File: config.mk
export PLATFORM = sky130hd
export DESIGN_NAME = seq_detect_param
export DESIGN_NICKNAME = d
export VERILOG_FILES = /design/src/rtl/seq_detect_param.sv
export SDC_FILE = /design/constraint.sdc
export NUM_CORES = 1
export LEC_CHECK = 0
export ABC_CLOCK_PERIOD_IN_PS = 2100
export BUFFER_PORTS_ARGS = -buffer_cell sky130_fd_sc_hd__buf_2
export CAP_MARGIN = 20
export CORE_MARGIN = 2
export CORE_UTILIZATION = 49
export DETAILED_ROUTE_END_ITERATION = 10
export PLACE_DENSITY = 0.86
export SETUP_SLACK_MARGIN = 0.2
export SLEW_MARGIN = 20
export SYNTH_ARGS = -nofsm -noshare
export SYNTH_HDL_FRONTEND = slang
export SYNTH_SLANG_ARGS = --single-unit
File: constraint.sdc
create_clock -name clk -period 2.1 [get_ports clk]
set_input_delay 0.42 -clock clk [delete_from_list [all_inputs] [get_ports clk]]
set_output_delay 0.42 -clock clk [all_outputs]
set_load 0.01 [all_outputs]
File: src/rtl/seq_detect_param.sv
// Parameterised serial pattern detector: loadable N-bit pattern, Mealy match flag,
// selectable overlapping/non-overlapping detection and a saturating match counter.
module seq_detect_param #(
  parameter int             N           = 5,
  parameter logic [N-1:0]   DEFAULT_PAT = N'(5'b11001),
  parameter int             CNT_W       = 16
) (
  input  logic             clk,
  input  logic             reset,
  input  logic             din,
  input  logic             din_valid,
  input  logic             overlap,
  input  logic             load,
  input  logic [N-1:0]     pattern_in,
  input  logic             cnt_clr,
  output logic             y,
  output logic [CNT_W-1:0] match_cnt
);

  localparam int            FW       = $clog2(N);
  localparam logic [FW-1:0] FILL_MAX = FW'(N - 1);

  logic [N-1:0]  pat;
  logic [N-2:0]  hist;
  logic [FW-1:0] fill;
  logic [N-1:0]  cand;
  logic          hit;

  // fill tracks how many valid bits of hist are real, so stale history
  // after reset/load/non-overlapping hit can never complete a match
  assign cand = {hist, din};
  assign hit  = din_valid & ~load & (fill == FILL_MAX) & (cand == pat);
  assign y    = hit;

  always_ff @(posedge clk or posedge reset) begin
    if (reset) begin
      pat  <= DEFAULT_PAT;
      hist <= '0;
      fill <= '0;
    end else if (load) begin
      pat  <= pattern_in;
      fill <= '0;
    end else if (din_valid) begin
      hist <= cand[N-2:0];
      if (hit && !overlap)
        fill <= '0;
      else if (fill != FILL_MAX)
        fill <= fill + FW'(1);
    end
  end

  always_ff @(posedge clk or posedge reset) begin
    if (reset)
      match_cnt <= '0;
    else if (cnt_clr)
      match_cnt <= '0;
    else if (hit && (match_cnt != '1))
      match_cnt <= match_cnt + CNT_W'(1);
  end

endmodule

Word-level counts from Yosys, hierarchy flattened
Cells that the tools add are included.

word-level totals
  bits in read-only memories = 0
  memories = 0
  bits in latches = 0
  flip-flop bits (word level) = 28
  memory bits (writable) = 0
  input bits = 12
  word-level logic and storage cells = 28

operators by class
  mux-type cells = 6
  add/subtract/negate cells = 2
  shifts and indexed selects = 0
  magnitude comparators = 0
  bitwise gates (word level) = 4
  equality and inequality tests = 4
  div/mod/pow operators = 0
  multipliers = 0
  reduce and logical (&&, ||, !) cells = 8

operator list
  cell                     count
  $mux W16                 2
  $add A16 B1 Y16 const B  1
  $ne A16 B16 Y1 const B   1
  $mux W3                  4
  $eq A5 B5 Y1             1
  $reduce_and A2 Y1        2
  $reduce_bool A2 Y1       2
  $add A3 B1 Y3 const B    1
  $and A1 B1 Y1            3
  $eq A3 B3 Y1 const B     1
  $ne A3 B3 Y1 const B     1
  $reduce_bool A3 Y1       1
  $logic_and A1 B1 Y1      2
  $logic_not A1 Y1         1
  $not A1 Y1               1

Logic depth before layout (Yosys ltp)
Gate-level depths: netlist of run 1.

  word-level depth = 8
  gate-level depth with buffers = 9

Worst setup path after synthesis of run 1
No wires, ideal clock.

  path type = reg2reg
  from = reg fill[0]
  to = reg match_cnt[14]
  path slack = 74 ps
  arrival = 1901 ps
  library setup time = 125 ps
  buffers on the path = 1
  cell stages (with the launch flop) = 9
  cell sequence = dfrtp_1 -> inv_1 -> ha_1 -> and4b_1 -> nand4_1 -> or2_4 -> buf_6 -> nor4_1 -> mux2_2

on the way
  longest elaborated chain between the ends = 5

ends and longest elaborated chain
  element                       line  text
  start: declaration            25    logic [FW-1:0] fill;
  start signal: assignment      48    fill <= fill + FW'(1);
  $eq A3 B3 Y1                  32    assign hit = din_valid & ~load & (fill == FILL_MAX) & (cand == pat);
  $and A1 B1 Y1 (2 in a row)    32
  $logic_and A1 B1 Y1           57    else if (hit && (match_cnt != '1))
  $reduce_bool A2 Y1 (no line)  n/a
  end signal: assignment        58    match_cnt <= match_cnt + CNT_W'(1);
  end: declaration              17    output logic [CNT_W-1:0] match_cnt

Every way passes these cells.
A chain may end at the register's enable or synchronous reset.

Worst setup path in the final report of run 1
  from = reg fill[1]
  to = out y

on the way
  longest elaborated chain between the ends = 3

ends and longest elaborated chain
  element                     line  text
  $eq A3 B3 Y1                32
  $and A1 B1 Y1 (2 in a row)  32
  end: declaration            16    output logic y,

Every way passes these cells.

==> impl.org, run 1 <==
** Worst setup path
- Setup slack on the worst reg-to-reg path comes out at around 0.07 ns.
- Crit path launch type :: flip-flop
- In this run the critical register-to-register path is launched from fill[1].
- Endpoint class of the critical path :: output pin
- At the worst endpoint, the arrival time is 1.63 ns.
- Worst-path maximum fanout :: 2
- The kind of cell with the highest combined delay along the critical path is simple AND/OR/NAND/NOR gates.
- Buffers and inverters on the worst path :: 3
- Max incr delay on CP :: 0.42 ns
- Cell depth of the worst flop-to-flop path :: 8
- The signal on the critical path passes through inv_2, ha_4, and4b_1, nand4_1, or2_4, inv_2, buf_6.
- Critical-path cell with the highest stage delay :: sky130_fd_sc_hd__dfrtp_1
- Cell repeated most along the worst path :: sky130_fd_sc_hd__inv_2
- At the worst endpoint, the required time is about 1.7 ns.
- End of the worst register-to-register path :: match_cnt[12]
- The critical path is of the flip-flop to output pin type.

** Die
- During I/O placement, the number of pins put on the boundary was 29.
- The die is 59.8 um tall.
- The total area inside the core boundary comes to 0.00300 mm2.
- Die outline area :: 0.00357 mm2
- Starting Density :: 0.508
- The die is 59.8 um wide.
- Site Rows :: 20

** Clock tree
- The tree built by TritonCTS fans out to 28 sinks.
- No sink is reached through more buffers than the 2 on the longest clock path.
- For the worst-skew pair, the clock arrives at the later sink with an insertion delay of 0.32 ns.
- Clock Pin Slew Worst Setup and Hold Paths :: 0.15 ns
- Cell chosen for the clock root :: sky130_fd_sc_hd__clkbuf_4
- Buffers inserted to repair hold after CTS numbered 0.
- Maximum level of the CTS H-tree :: 1
- Number of buffers added by the clock tree synthesis step :: 3
- CTS tree :: yes

** STA
- Tightest hold margin :: 0.0798 ns
- Clock skew on the completed layout was measured at between 0.007 and 0.008 ns.
- For this run, the top clock speed supported by timing is 0.487 GHz.
- Measured slew at the worst slew-check pin :: ~0.52 ns
- Setup repair after global routing could not meet its margin everywhere.
- In the finished design, the share of the clock period the worst path needs comes to 0.978.
- Setup violations remaining at the end of the flow were counted as 0.
- Pins Over Slew Limit :: 0
- The final hold violation count came to 0.
- Headroom to the max-slew limit came out at 0.650.
- Fin crit period :: 2.05 ns
- Setup TNS :: 0 ns
- Smallest setup slack after layout :: between 0.04 and 0.05 ns

** Synth
- For this run, the leading register cell type out of synthesis is sky130_fd_sc_hd__dfrtp_1.
- Of the post-synthesis cell area, the dominant cell type holds 0.410.
- During synthesis, Yosys emitted a total of 0 warnings.
- Top area cells in the synthesized netlist :: sky130_fd_sc_hd__dfrtp_1, sky130_fd_sc_hd__mux2_2, sky130_fd_sc_hd__dfstp_2
- Average footprint of a synthesized cell :: 9.90 um2
- In the synthesized netlist the async set-or-reset flop fraction comes to 1.00.
- Synthesis inferred 28 register bits.
- In this run the cell area of the synthesized design comes to around 0.0015 mm2.
- Of all cell types, the one taking the most synthesized area is sky130_fd_sc_hd__dfrtp_1.
- Counting flops with a built-in enable in the synthesized netlist gives 0.
- Net count after synthesis :: approximately 170
- Cells after synthesis :: 154
- Sequential cell area fraction in the yosys report :: 0.462
- Number of distinct standard cells referenced by the synthesized netlist :: 33

** Global route
- In the global route stage, overall resource usage came out at 0.186.
- Entering global routing, the biggest net connects 21 pins.
- The first global-routing pass estimated 5.19 mm of wire.
- The via count of the first global-routing pass is 1,249.
- Antenna violations before repair :: 0
- Global route total overflow :: 0

** Routing
- For this run, design rule violations remaining after detail routing come to 0.
- Final Routed Wirelength :: 3.31 mm
- Antenna Violating Nets Remaining :: 0
- Vias :: 1,360
- Dividing the detail-routed via count by the number of cells gives ~6.1.
- Number of detailed-route iterations in the first pass :: 4
- 1st-iter DRT viols :: 92
- Average wire per cell in the routed design :: 14.9 um

** Cells and area
- Synthesis-to-finish area growth :: 24.0%
- Post-layout net count :: 205
- Fraction of layout instances using a drive strength above 1 :: 0.407
- Ant. Diodes :: 0

** Placed design
- Quantity of I/O buffers inserted on ports :: 28
- Detailed placement ended at an HPWL of 2.24 mm.
- Timing analysis after detailed placement gives a worst setup slack of 0.0221 ns.
- Final estimated routing congestion in global placement :: 0.808

** Status
- Result of the run :: finished, final reports clean

** Power and ir drop
- VDD sags by at most 0.000543 V.
- In this run the static leakage power is 0.825 nW.
- Total power draw :: about 0.98 mW
- Power density over the cells :: 519 mW/mm2

** Flow run
- The tool flagged a number of max-cap violations equal to 0.

** Min path
- Hold/Removal Path Class :: input pin to async pin
[cell usage in the layout, fill, tap and decap left out, types with 2 or more instances in the layout]
master	instances
sky130_fd_sc_hd__a21oi_1	9
sky130_fd_sc_hd__nand4_1	6
sky130_fd_sc_hd__dfstp_2	3
sky130_fd_sc_hd__nand2_1	7
sky130_fd_sc_hd__buf_2	27
sky130_fd_sc_hd__mux2_2	11
sky130_fd_sc_hd__o21ai_0	4
sky130_fd_sc_hd__inv_1	3
sky130_fd_sc_hd__nor4_4	2
sky130_fd_sc_hd__buf_6	2
sky130_fd_sc_hd__clkbuf_4	3
sky130_fd_sc_hd__a21oi_2	5
sky130_fd_sc_hd__nand2b_1	4
sky130_fd_sc_hd__a31oi_1	2
sky130_fd_sc_hd__buf_4	9
sky130_fd_sc_hd__inv_2	3
sky130_fd_sc_hd__or2_4	2
sky130_fd_sc_hd__o31ai_1	8
sky130_fd_sc_hd__or4_1	6
sky130_fd_sc_hd__nor2b_1	3
sky130_fd_sc_hd__or3_1	4
sky130_fd_sc_hd__ha_1	2
sky130_fd_sc_hd__dfrtp_1	25
sky130_fd_sc_hd__or4_4	3
sky130_fd_sc_hd__nand3_1	5
sky130_fd_sc_hd__nor2_1	9
sky130_fd_sc_hd__xnor2_1	5
[flip-flops by register name, summed over array words and instances, names as in the netlist]
signal,count
fill,3
pat,5
match_cnt,16
hist,4
[what timing repair did]
action,in CTS,in global routing
endpoints found under the setup margin,16,16
gates cloned,1,0
setup buffers,5,1
resized for setup,11,11
pin swaps,5,2
[cells by family after synthesis]
logic type / Yosys count / synth area share
buffers and inverters: 14 / 0.0394
XOR/XNOR: 5 / 0.0287
AND/OR/NAND/NOR: 58 / 0.221
multiplexers: 13 / 0.0952
adder cells (fa/ha/maj): 3 / 0.0246
flip-flops: 28 / 0.462
AO/OA/AOI/OAI: 33 / 0.130
[power by group]
group | switching, mW | internal, mW | leakage (nW)
sequential | 0.0282 | 0.579 | 0.367
clock | 0.152 | 0.0743 | 0.0150
combinational | 0.0686 | 0.0788 | 0.443
total | 0.249 | 0.732 | 0.825
[metal layers]
| metal | global-route usage | wire [um] | up-vias |
|---|---|---|---|
| met5 | 0 | 0 | - |
| met1 | 0.230 | 1410 | 676 |
| met2 | 0.337 | 1760 | 37 |
| li1 | - | - | 641 |
| met3 | 0.0260 | 114 | 6 |
| met4 | 0.0508 | 24 | 0 |
[how the worst max path moves through the flow]
stage | start | end | cells past startpoint
floorplan | fill[0] | match_cnt[10] | 8
global placement | fill[0] | match_cnt[15] | 7
detailed placement | fill[0] | match_cnt[7] | 7
CTS | fill[1] | y | 7
global route | fill[1] | y | 7
finish | fill[1] | y | 7
[metrics by stage]
step / cells / area [um2] / util
2_1_floorplan: 154 / 1550 / -
3_3_place_gp: 211 / 1720 / 0.573
3_5_place_dp: 211 / 1720 / 0.573
4_1_cts: 221 / 1840 / 0.611
5_1_grt: 222 / 1890 / 0.630
6_report: 222 / 1890 / 0.630
[final cells by class]
type	instances	area, um2
Clock buffer	4	26.3
Fill cell	244	1110
Inverter	6	22.5
Multi-Input combinational cell	113	872
Sequential cell	28	704
Tap cell	33	41.3
Timing Repair Buffer	38	225
[worst register-to-register path, cell delays in order, from the launching register on]
cell                      delay [ns]
sky130_fd_sc_hd__dfrtp_1        0.42
sky130_fd_sc_hd__inv_2          0.09
sky130_fd_sc_hd__ha_4           0.13
sky130_fd_sc_hd__and4b_1        0.18
sky130_fd_sc_hd__nand4_1        0.09
sky130_fd_sc_hd__or2_4          0.25
sky130_fd_sc_hd__buf_6          0.16
sky130_fd_sc_hd__or4_1          0.50
sky130_fd_sc_hd__a21oi_1        0.13
[Yosys cell counts, types with 3 or more instances]
| cell type | instances |
|---|---|
| sky130_fd_sc_hd__or4_1 | 9 |
| sky130_fd_sc_hd__dfstp_2 | 3 |
| sky130_fd_sc_hd__nor2_1 | 9 |
| sky130_fd_sc_hd__o31ai_1 | 9 |
| sky130_fd_sc_hd__nand2_1 | 7 |
| sky130_fd_sc_hd__xnor2_1 | 5 |
| sky130_fd_sc_hd__clkbuf_1 | 7 |
| sky130_fd_sc_hd__o21ai_0 | 5 |
| sky130_fd_sc_hd__ha_1 | 3 |
| sky130_fd_sc_hd__dfrtp_1 | 25 |
| sky130_fd_sc_hd__nand4_1 | 6 |
| sky130_fd_sc_hd__nand3_1 | 6 |
| sky130_fd_sc_hd__a21oi_1 | 14 |
| sky130_fd_sc_hd__nand2b_1 | 4 |
| sky130_fd_sc_hd__inv_1 | 6 |
| sky130_fd_sc_hd__mux2_2 | 12 |
| sky130_fd_sc_hd__or3_1 | 4 |
| sky130_fd_sc_hd__nor2b_1 | 3 |
Power figures use the tool's default switching activity.
==> inputs of run 2 (changes only) <==
--- a/config.mk
+++ b/config.mk
@@ -5,7 +5,7 @@
 export SDC_FILE = /design/constraint.sdc
 export NUM_CORES = 1
 export LEC_CHECK = 0
-export ABC_CLOCK_PERIOD_IN_PS = 2100
+export ABC_CLOCK_PERIOD_IN_PS = 1810
 export BUFFER_PORTS_ARGS = -buffer_cell sky130_fd_sc_hd__buf_2
 export CAP_MARGIN = 20
 export CORE_MARGIN = 2
==> constraint.sdc (replaced) <==
create_clock -name clk -period 1.81 [get_ports clk]
set_input_delay 0.362 -clock clk [delete_from_list [all_inputs] [get_ports clk]]
set_output_delay 0.362 -clock clk [all_outputs]
set_load 0.01 [all_outputs]
==> run 2 against run 1 <==
The run now ends with hold timing, setup timing left. Sequential power increased by 16%. Clock-buffer cell count fell by 1. Combinational power increased by 29%.
==> impl.org, run 2 (synthesis gave the netlist of run 1 again) <==
** Cells and area
- Non-filler instance count after layout :: 237
- The largest registers in the layout are match_cnt x16, pat x5, hist x4.
- After filler insertion, the fill cell instance count of the layout stands at roughly 210.
- Synthesis-to-finish area growth :: 37.6%
- Measured on the finished design, the core utilization comes to 0.699.
- The register with the most flip-flops in the layout has 16 of them.
- Commonest cells after routing, fill and taps aside :: sky130_fd_sc_hd__buf_2, sky130_fd_sc_hd__dfrtp_1, sky130_fd_sc_hd__buf_4
- Of the cells placed in the final design, the portion with a size suffix greater than 1 is 0.510.
- Counting flops per register, the top entry is match_cnt.
- Ant. Diodes :: 0
- Commonest non-fill, non-tap cell in the layout :: sky130_fd_sc_hd__buf_2
- Post-layout net count :: 220

** STA
- Worst slew margin relative to its limit :: 0.460
- For the pin with the worst max-slew slack, the measured transition is 0.802 ns.
- F_max :: 0.468 GHz
- Pins Over Slew Limit :: 0
- Setup repair after global routing could not meet its margin everywhere.
- Setup slack on the critical path of the routed design comes to -0.325 ns.
- Clock tree skew after final layout :: 0.00305 ns
- Fin crit period :: 2.13 ns
- In the finished design, the share of the clock period the worst path needs comes to 1.18.
- On the final layout, the worst hold slack is -0.00371 ns.
- Setup violations remaining at the end of the flow were counted as 17.
- Count of endpoints failing hold in the final timing report :: 9

** Die
- The initial utilization of the core area, before any placement, comes to 0.508.
- In this run the core area contains 20 standard-cell rows.
- Die outline area :: 0.00357 mm2
- 29 I/O pins were placed.
- The core region is 0.00300 mm2.
- From bottom edge to top edge, the die measures 59.8 um.
- Die outline width :: 59.8 um

** Power and ir drop
- For this design the static power due to leakage is 0.904 nW.
- Of the total power, the share spent switching nets is 0.238.
- Comb power frac :: 0.144
- Power density over the cells :: 626 mW/mm2
- Internal power comes to ~1 mW.
- Clk network pwr share :: 0.321
- Of the total power, registers draw 0.535.
- Summed over all nets, the switching power comes to 0.313 mW.
- The worst-case IR drop observed on VDD is ~0.00078 V.

** Placed design
- Once placement completed, the tool counted placed cells totaling 222.
- The count of buffers added on input and output ports is 28.
- DP Wirelength :: 2.44 mm
- Prior to clock tree synthesis, the placed netlist has a worst setup slack of -0.205 ns.
- The congestion estimate from routability-driven global placement came to roughly 0.85.

** Clock tree
- Clock Pin Slew Worst Setup and Hold Paths :: 0.15 ns
- The tree built by TritonCTS fans out to 28 sinks.
- Cell chosen for the clock root :: sky130_fd_sc_hd__clkbuf_4
- TritonCTS built the clock tree.
- The clock passes through at most 2 buffers.
- In this run the number of H-tree levels came out at 1.
- Clock network latency to the later pin of the worst-skew pair :: 0.35 ns
- Counting the buffers created by CTS gives 3.

** Global route
- Maximum number of pins on one net before global-route repair :: 21
- Busiest layer in global routing :: met2
- For this run, global-route usage on met1 was measured as 0.269.
- For met3 alone, demand over resource in global routing was 0.0563.
- Summed over all layers, the global routing overflow is 0.
- Vias in the first global route :: 1,348
- Antenna violations before repair :: 0
- In the global route stage, overall resource usage came out at 0.228.
- Wire length of the first global-routing pass :: 6.05 mm
- Met2 track demand over resource :: 0.388

** Worst setup path
- Sequence of cells on the critical path :: inv_2, ha_4, and4b_1, nand4_1, or2_4, buf_6, inv_2, buf_6
- Worst Setup Path Type :: flip-flop to output pin
- Crit path launch type :: flip-flop
- Endpoint arrival time on the critical path :: ~1.8 ns
- Setup slack on the worst reg-to-reg path comes out at -0.25 ns.
- Worst EP required :: between 1 and 1.5 ns
- In this run the critical register-to-register path is launched from fill[1].
- The most critical setup path has its startpoint at fill[1].
- Worst-path maximum fanout :: 2
- The worst setup path is captured at an output pin.
- The largest single stage delay on the critical path is 0.42 ns.
- Critical-path cell with the highest stage delay :: sky130_fd_sc_hd__dfrtp_1

** Status
- The final reports fail on hold timing, setup timing.
- The run finished, with violations left.

** Routing
- In the final routed layout, each cell accounts on average for 16.1 um.
- After the first detailed-routing iteration, the DRC count stood at 80.
- The first detailed-routing pass took 4 iterations.
- Final Routed Wirelength :: about 3.8 mm
- The routed layout has 1,416 vias.
- After detailed routing, the number of remaining DRC violations is 0.
- Via count normalized by instance count :: around 6.0
- Antenna Violating Nets Remaining :: 0

** Min path
- Hold/Removal Path Class :: input pin to async pin

** Flow run
- Across the run, the number of max-cap violations was 0.
==> run 2: cell count changes in the layout (fill, tap and decap cells not counted), moves of 2 or more <==
cell	change
sky130_fd_sc_hd__buf_4	+13
sky130_fd_sc_hd__a21oi_1	-3
sky130_fd_sc_hd__a21oi_2	+3
sky130_fd_sc_hd__o31ai_1	-3
sky130_fd_sc_hd__or3_1	-3
sky130_fd_sc_hd__or3_4	+3
sky130_fd_sc_hd__buf_6	+2
sky130_fd_sc_hd__o31ai_4	+2
==> run 2: metal layers <==
metal | wire length, um | share of wire
met1 | 1500 | 0.39
met5 | 0 | 0
met2 | 2040 | 0.53
met3 | 174 | 0.046
met4 | 103 | 0.027
==> run 2: timing repair <==
action | CTS | global route
setup buffers | 6 | 4
endpoints found under the setup margin | 20 | 20
cloned | 1 | 0
resized for setup | 13 | 25
hold buffers | 0 | 0
pin swaps | 5 | 8
==> run 2: final cells by class <==
type	count	area, um2	area share
clock buffer	3	22.5	0.0107
clock inverter	1	30.0	0.0143
timing repair buffer	53	345	0.165
multi-input combinational	113	932	0.444
inverter	6	22.5	0.0107
sequential	28	704	0.336
tap	33	41.3	0.0197
==> run 2: worst max-delay path: cells and delay by family (launching register included) <==
kind / cells / cell delay (ns)
AND/OR/NAND/NOR: 3 / 0.55
adder cells (fa/ha/maj): 1 / 0.13
buffers and inverters: 4 / 0.33
flip-flops: 1 / 0.42
==> run 2: per-stage QoR <==
stage | total power [mW] | cell area, um2 | hold WS (ns) | TNS (ns)
finish | 1.31 | 2100 | -0.00371 | -3.10
global placement | 0.864 | 1800 | 0.392 | -0.529
CTS | 1.31 | 1970 | 0.00638 | -3.38
floorplan | 0.817 | 1550 | 0.425 | -0.910
detailed placement | 0.876 | 1800 | 0.401 | -2.26
global route | 1.36 | 2100 | 0.0258 | -5.25
==> run 2: worst paths after layout <==
path,cells past startpoint,end
hold reg to reg,1,pat[1]
hold / removal,2,pat[2]
setup reg to reg,8,match_cnt[10]
min in group clk,2,pat[4]
max in group asynchronous,3,match_cnt[2]
setup / recovery,8,y
==> run 2: power by group through the flow <==
| stage | clock, mW | combinational (mW) | sequential (mW) |
|---|---|---|---|
| 2_1_floorplan | 0 | 0.109 | 0.708 |
| 3_3_place_gp | 0 | 0.152 | 0.712 |
| 3_5_place_dp | 0 | 0.160 | 0.716 |
| 4_1_cts | 0.430 | 0.181 | 0.704 |
| 5_1_grt | 0.445 | 0.207 | 0.708 |
| 6_report | 0.422 | 0.189 | 0.704 |
==> inputs of run 3 (changes only) <==
--- a/config.mk
+++ b/config.mk
@@ -5,11 +5,12 @@
 export SDC_FILE = /design/constraint.sdc
 export NUM_CORES = 1
 export LEC_CHECK = 0
+export ABC_AREA = 1
 export ABC_CLOCK_PERIOD_IN_PS = 1810
 export BUFFER_PORTS_ARGS = -buffer_cell sky130_fd_sc_hd__buf_2
 export CAP_MARGIN = 20
 export CORE_MARGIN = 2
-export CORE_UTILIZATION = 49
+export CORE_UTILIZATION = 50
 export DETAILED_ROUTE_END_ITERATION = 10
 export PLACE_DENSITY = 0.86
 export SETUP_SLACK_MARGIN = 0.2
==> run 3 against run 2 <==
The flow finishes with violations (setup timing). Synthesized area grew 11%. Wire length up 0.97%. Clock-buffer cell count unchanged. Final area is 0.36% lower. Clock power hardly changed. Setup slack improved by 0.22 ns. Critical path depth stayed put. Sequential cell count did not move. First-iteration DRC count grew 3.8%. Critical path type unchanged.
==> impl.org, run 3 <==
** Status
- The flow ran to the end, but the final reports show violations.
- The final reports fail on setup timing.

** Worst setup path
- Worst EP required :: 1.45 ns
- For the worst setup path, the data arrival time is 1.55 ns.
- End of the worst register-to-register path :: match_cnt[14]
- Endpoint class of the critical path :: output pin
- Counting cells, the worst reg-to-reg path comes to 13.
- Register-to-register setup slack :: -0.06 ns
- R2R Path Start :: pat[0]
- Worst Setup Path Type :: flip-flop to output pin
- Crit path launch type :: flip-flop
- Worst-path maximum fanout :: 2

** Flow run
- Max-cap violations in this run came to 0.

** Synth
- For this run, the leading register cell type out of synthesis is sky130_fd_sc_hd__dfrtp_1.
- After synthesis the netlist holds a flip-flop and latch count of 28.
- In this run the cell area of the synthesized design comes to 0.00169 mm2.
- Of the post-synthesis cell area, the dominant cell type holds 0.370.
- Measured against the total synthesized area, the mux share comes to 0.
- sky130_fd_sc_hd__nand2_1 is the most common cell in the netlist.
- Yosys mapped a number of flops with a built-in enable equal to 0.
- FFs w/ async S/R, synth :: 1.00
- Combinational family with the most area after synthesis :: simple AND/OR/NAND/NOR gates
- Counting instances in the post-synthesis netlist gives the leading cell types as sky130_fd_sc_hd__nand2_1, sky130_fd_sc_hd__dfrtp_1, sky130_fd_sc_hd__inv_1, sky130_fd_sc_hd__nand4_1, sky130_fd_sc_hd__nor2_1.
- Fraction of the mapped netlist area in simple logic gates :: 0.390
- The biggest area contributor in the post-synthesis netlist is sky130_fd_sc_hd__dfrtp_1.
- By area the synthesized netlist is led by sky130_fd_sc_hd__dfrtp_1, sky130_fd_sc_hd__nand2_1, sky130_fd_sc_hd__inv_1.
- Xor/xnor share of the synthesized area :: 0.0518
- Average footprint of a synthesized cell :: 7.58 um2
- The number of nets in the synthesized netlist is 238.
- Synthesis produced a netlist whose cell count is 223.
- Area fraction in compound gates after synthesis :: 0.0415
- Adder-cell area share of the yosys netlist :: 0.0222
- For this run, the number of Yosys warnings is 0.
- Sequential cell area fraction in the yosys report :: 0.417
- The number of different library cells used by synthesis comes to 25.

** Clock tree
- In this run, CTS created clock tree buffers numbering 3.
- The longest clock path from root to sink contains 2 buffers.
- Clock sinks :: 28
- Maximum level of the CTS H-tree :: 1
- After clock tree synthesis, the clock-pin slew on the worst setup and hold paths is 0.16 ns.
- CTS tree :: yes
- Cell chosen for the clock root :: sky130_fd_sc_hd__clkbuf_4
- After clock tree synthesis, the flow added hold-fix buffers numbering 0.
- The clock reaches the later pin of the worst-skew pair after 0.34 ns.

** STA
- Subtracting the final worst setup slack from the clock period gives 1.92 ns.
- Clock tree skew after final layout :: roughly 0.012 ns
- Count of endpoints failing hold in the final timing report :: 0
- Setup repair after global routing could not meet its margin everywhere.
- Pins Over Slew Limit :: 0
- F_max :: 0.522 GHz
- Measured slew at the worst slew-check pin :: 0.494 ns
- Once routing completed, OpenROAD measured the worst setup slack at -0.106 ns.
- Setup violations remaining at the end of the flow were counted as 17.
- Final period utilization :: 1.06
- Headroom to the max-slew limit came out at 0.670.

** Global route
- Entering global routing, the biggest net connects 29 pins.
- For this run, the total global-route usage over all layers was measured as 0.206.
- Vias in the first global route :: ~1,500
- Summed over all layers, the global routing overflow is 0.
- Antenna violations before repair :: 0
- Wire length of the first global-routing pass :: 6.60 mm

** Cells and area
- Largest registers :: match_cnt x16, pat x5, hist x4
- Non-filler instance count after layout :: 312
- In the layout the commonest cells are sky130_fd_sc_hd__nand2_1, sky130_fd_sc_hd__buf_2, sky130_fd_sc_hd__dfrtp_1.
- In the final layout, flip-flops and latches occupy between 700 and 800 um2.
- The library cell used most frequently in the layout, excluding fill and tap cells, is sky130_fd_sc_hd__nand2_1.
- The repair_antennas step left the layout with diodes totalling 0.
- Post-layout net count :: 282
- Number of flip-flops in the largest register :: 16
- Count of filler cells inserted in the layout :: approximately 280
- Area of the multi-input gates :: approximately 910 um2
- Of the cells placed in the final design, the portion with a size suffix greater than 1 is 0.293.
- Counting flops per register, the top entry is match_cnt.
- The area growth from synthesis to layout is 23.7%.

** Die
- From bottom edge to top edge, the die measures 62.1 um.
- 29 I/O pins were placed.
- Placeable Area :: 0.00328 mm2
- Die outline width :: 62.1 um
- For this configuration, the core starts out at a cell density of 0.515.
- Site Rows :: 21
- The die covers 0.00386 mm2.

** Placed design
- Buffers placed on the I/O ports in this run total 28.
- Final estimated routing congestion in global placement :: 0.883
- After legalization and detailed placement, the total HPWL measured 2.59 mm.
- Number of instances in the placed design :: 297
- Placement-stage worst setup slack :: 0.116 ns

** Power and ir drop
- Overall power consumption after layout is estimated at 1.26 mW.
- Power density over the cells :: slightly above 600 mW/mm2
- Leakage power :: around 1.1 nW
- Worst ir drop on vdd :: 0.000408 V

** Routing
- Number of detailed-route iterations in the first pass :: 4
- Antenna Violating Nets Remaining :: 0
- After detailed routing, the number of remaining DRC violations is 0.
- In the final routed layout, each cell accounts on average for 12.3 um.
- 1st-iter DRT viols :: 83
- Via count normalized by instance count :: slightly above 5
- Vias :: approximately 1,600
- After detailed routing, the total wire length is 3.85 mm.

** Min path
- Hold/Removal Path Class :: input pin to async pin
run 3: how the worst max path moves through the flow:
stage / slack (ns) / to / startpoint
6_report: -0.11 / y / pat[0]
5_1_grt: -0.21 / y / pat[0]
4_1_cts: -0.11 / y / pat[0]
3_5_place_dp: 0.12 / match_cnt[0] / fill[0]
3_3_place_gp: 0.18 / match_cnt[0] / pat[0]
2_1_floorplan: 0.22 / match_cnt[2] / fill[0]
run 3: worst max-delay path: stages (launching register included):
cell	delay, ns
sky130_fd_sc_hd__dfstp_2	0.57
sky130_fd_sc_hd__inv_2	0.03
sky130_fd_sc_hd__nand2_1	0.04
sky130_fd_sc_hd__nand2_1	0.06
sky130_fd_sc_hd__nor2_2	0.14
sky130_fd_sc_hd__and2_4	0.17
sky130_fd_sc_hd__nand2_2	0.05
sky130_fd_sc_hd__inv_1	0.04
sky130_fd_sc_hd__buf_2	0.12
run 3: kinds of logic (layout without fill, tap and decap cells):
| family | count (synthesis) | count (layout) |
|---|---|---|
| AND/OR/NAND/NOR | 140 | 141 |
| flip-flops | 28 | 28 |
| adder cells (fa/ha/maj) | 3 | 3 |
| XOR/XNOR | 10 | 10 |
| buffers and inverters | 30 | 72 |
| AO/OA/AOI/OAI | 12 | 12 |
run 3: final cells by class:
class | instances | share of cell area
Multi-Input combinational cell | 166 | 0.436
Sequential cell | 28 | 0.338
Timing Repair Buffer | 42 | 0.127
Inverter | 26 | 0.0467
Tap cell | 46 | 0.0275
Clock inverter | 1 | 0.0144
Clock buffer | 3 | 0.0108
run 3: metal layers:
layer | routed length, um | global-route usage
met5 | 0 | 0
met4 | 65 | 0.0611
met3 | 226 | 0.0308
met2 | 1860 | 0.367
met1 | 1700 | 0.259
run 3: through the flow:
stage	hold WS [ns]	instance area (um2)	util	TNS [ns]
2_1_floorplan	0.425	1700	-	0
3_3_place_gp	0.444	1900	0.578	0
3_5_place_dp	0.445	1900	0.578	0
4_1_cts	0.0577	2040	0.621	-0.711
5_1_grt	0.0733	2090	0.637	-2.59
6_report	0.0537	2090	0.637	-0.755
run 3: what timing repair did:
| item | CTS | global route |
|---|---|---|
| cloned | 1 | 0 |
| gates resized for setup | 8 | 10 |
| endpoints found under the setup margin | 17 | 20 |
| buffers inserted | 6 | 4 |
| pin swaps | 6 | 7 |
run 3: power breakdown:
part           total [mW]  internal, mW  switching (mW)
clock network       0.419         0.224           0.195
registers           0.678         0.659          0.0190
logic               0.164        0.0634           0.101
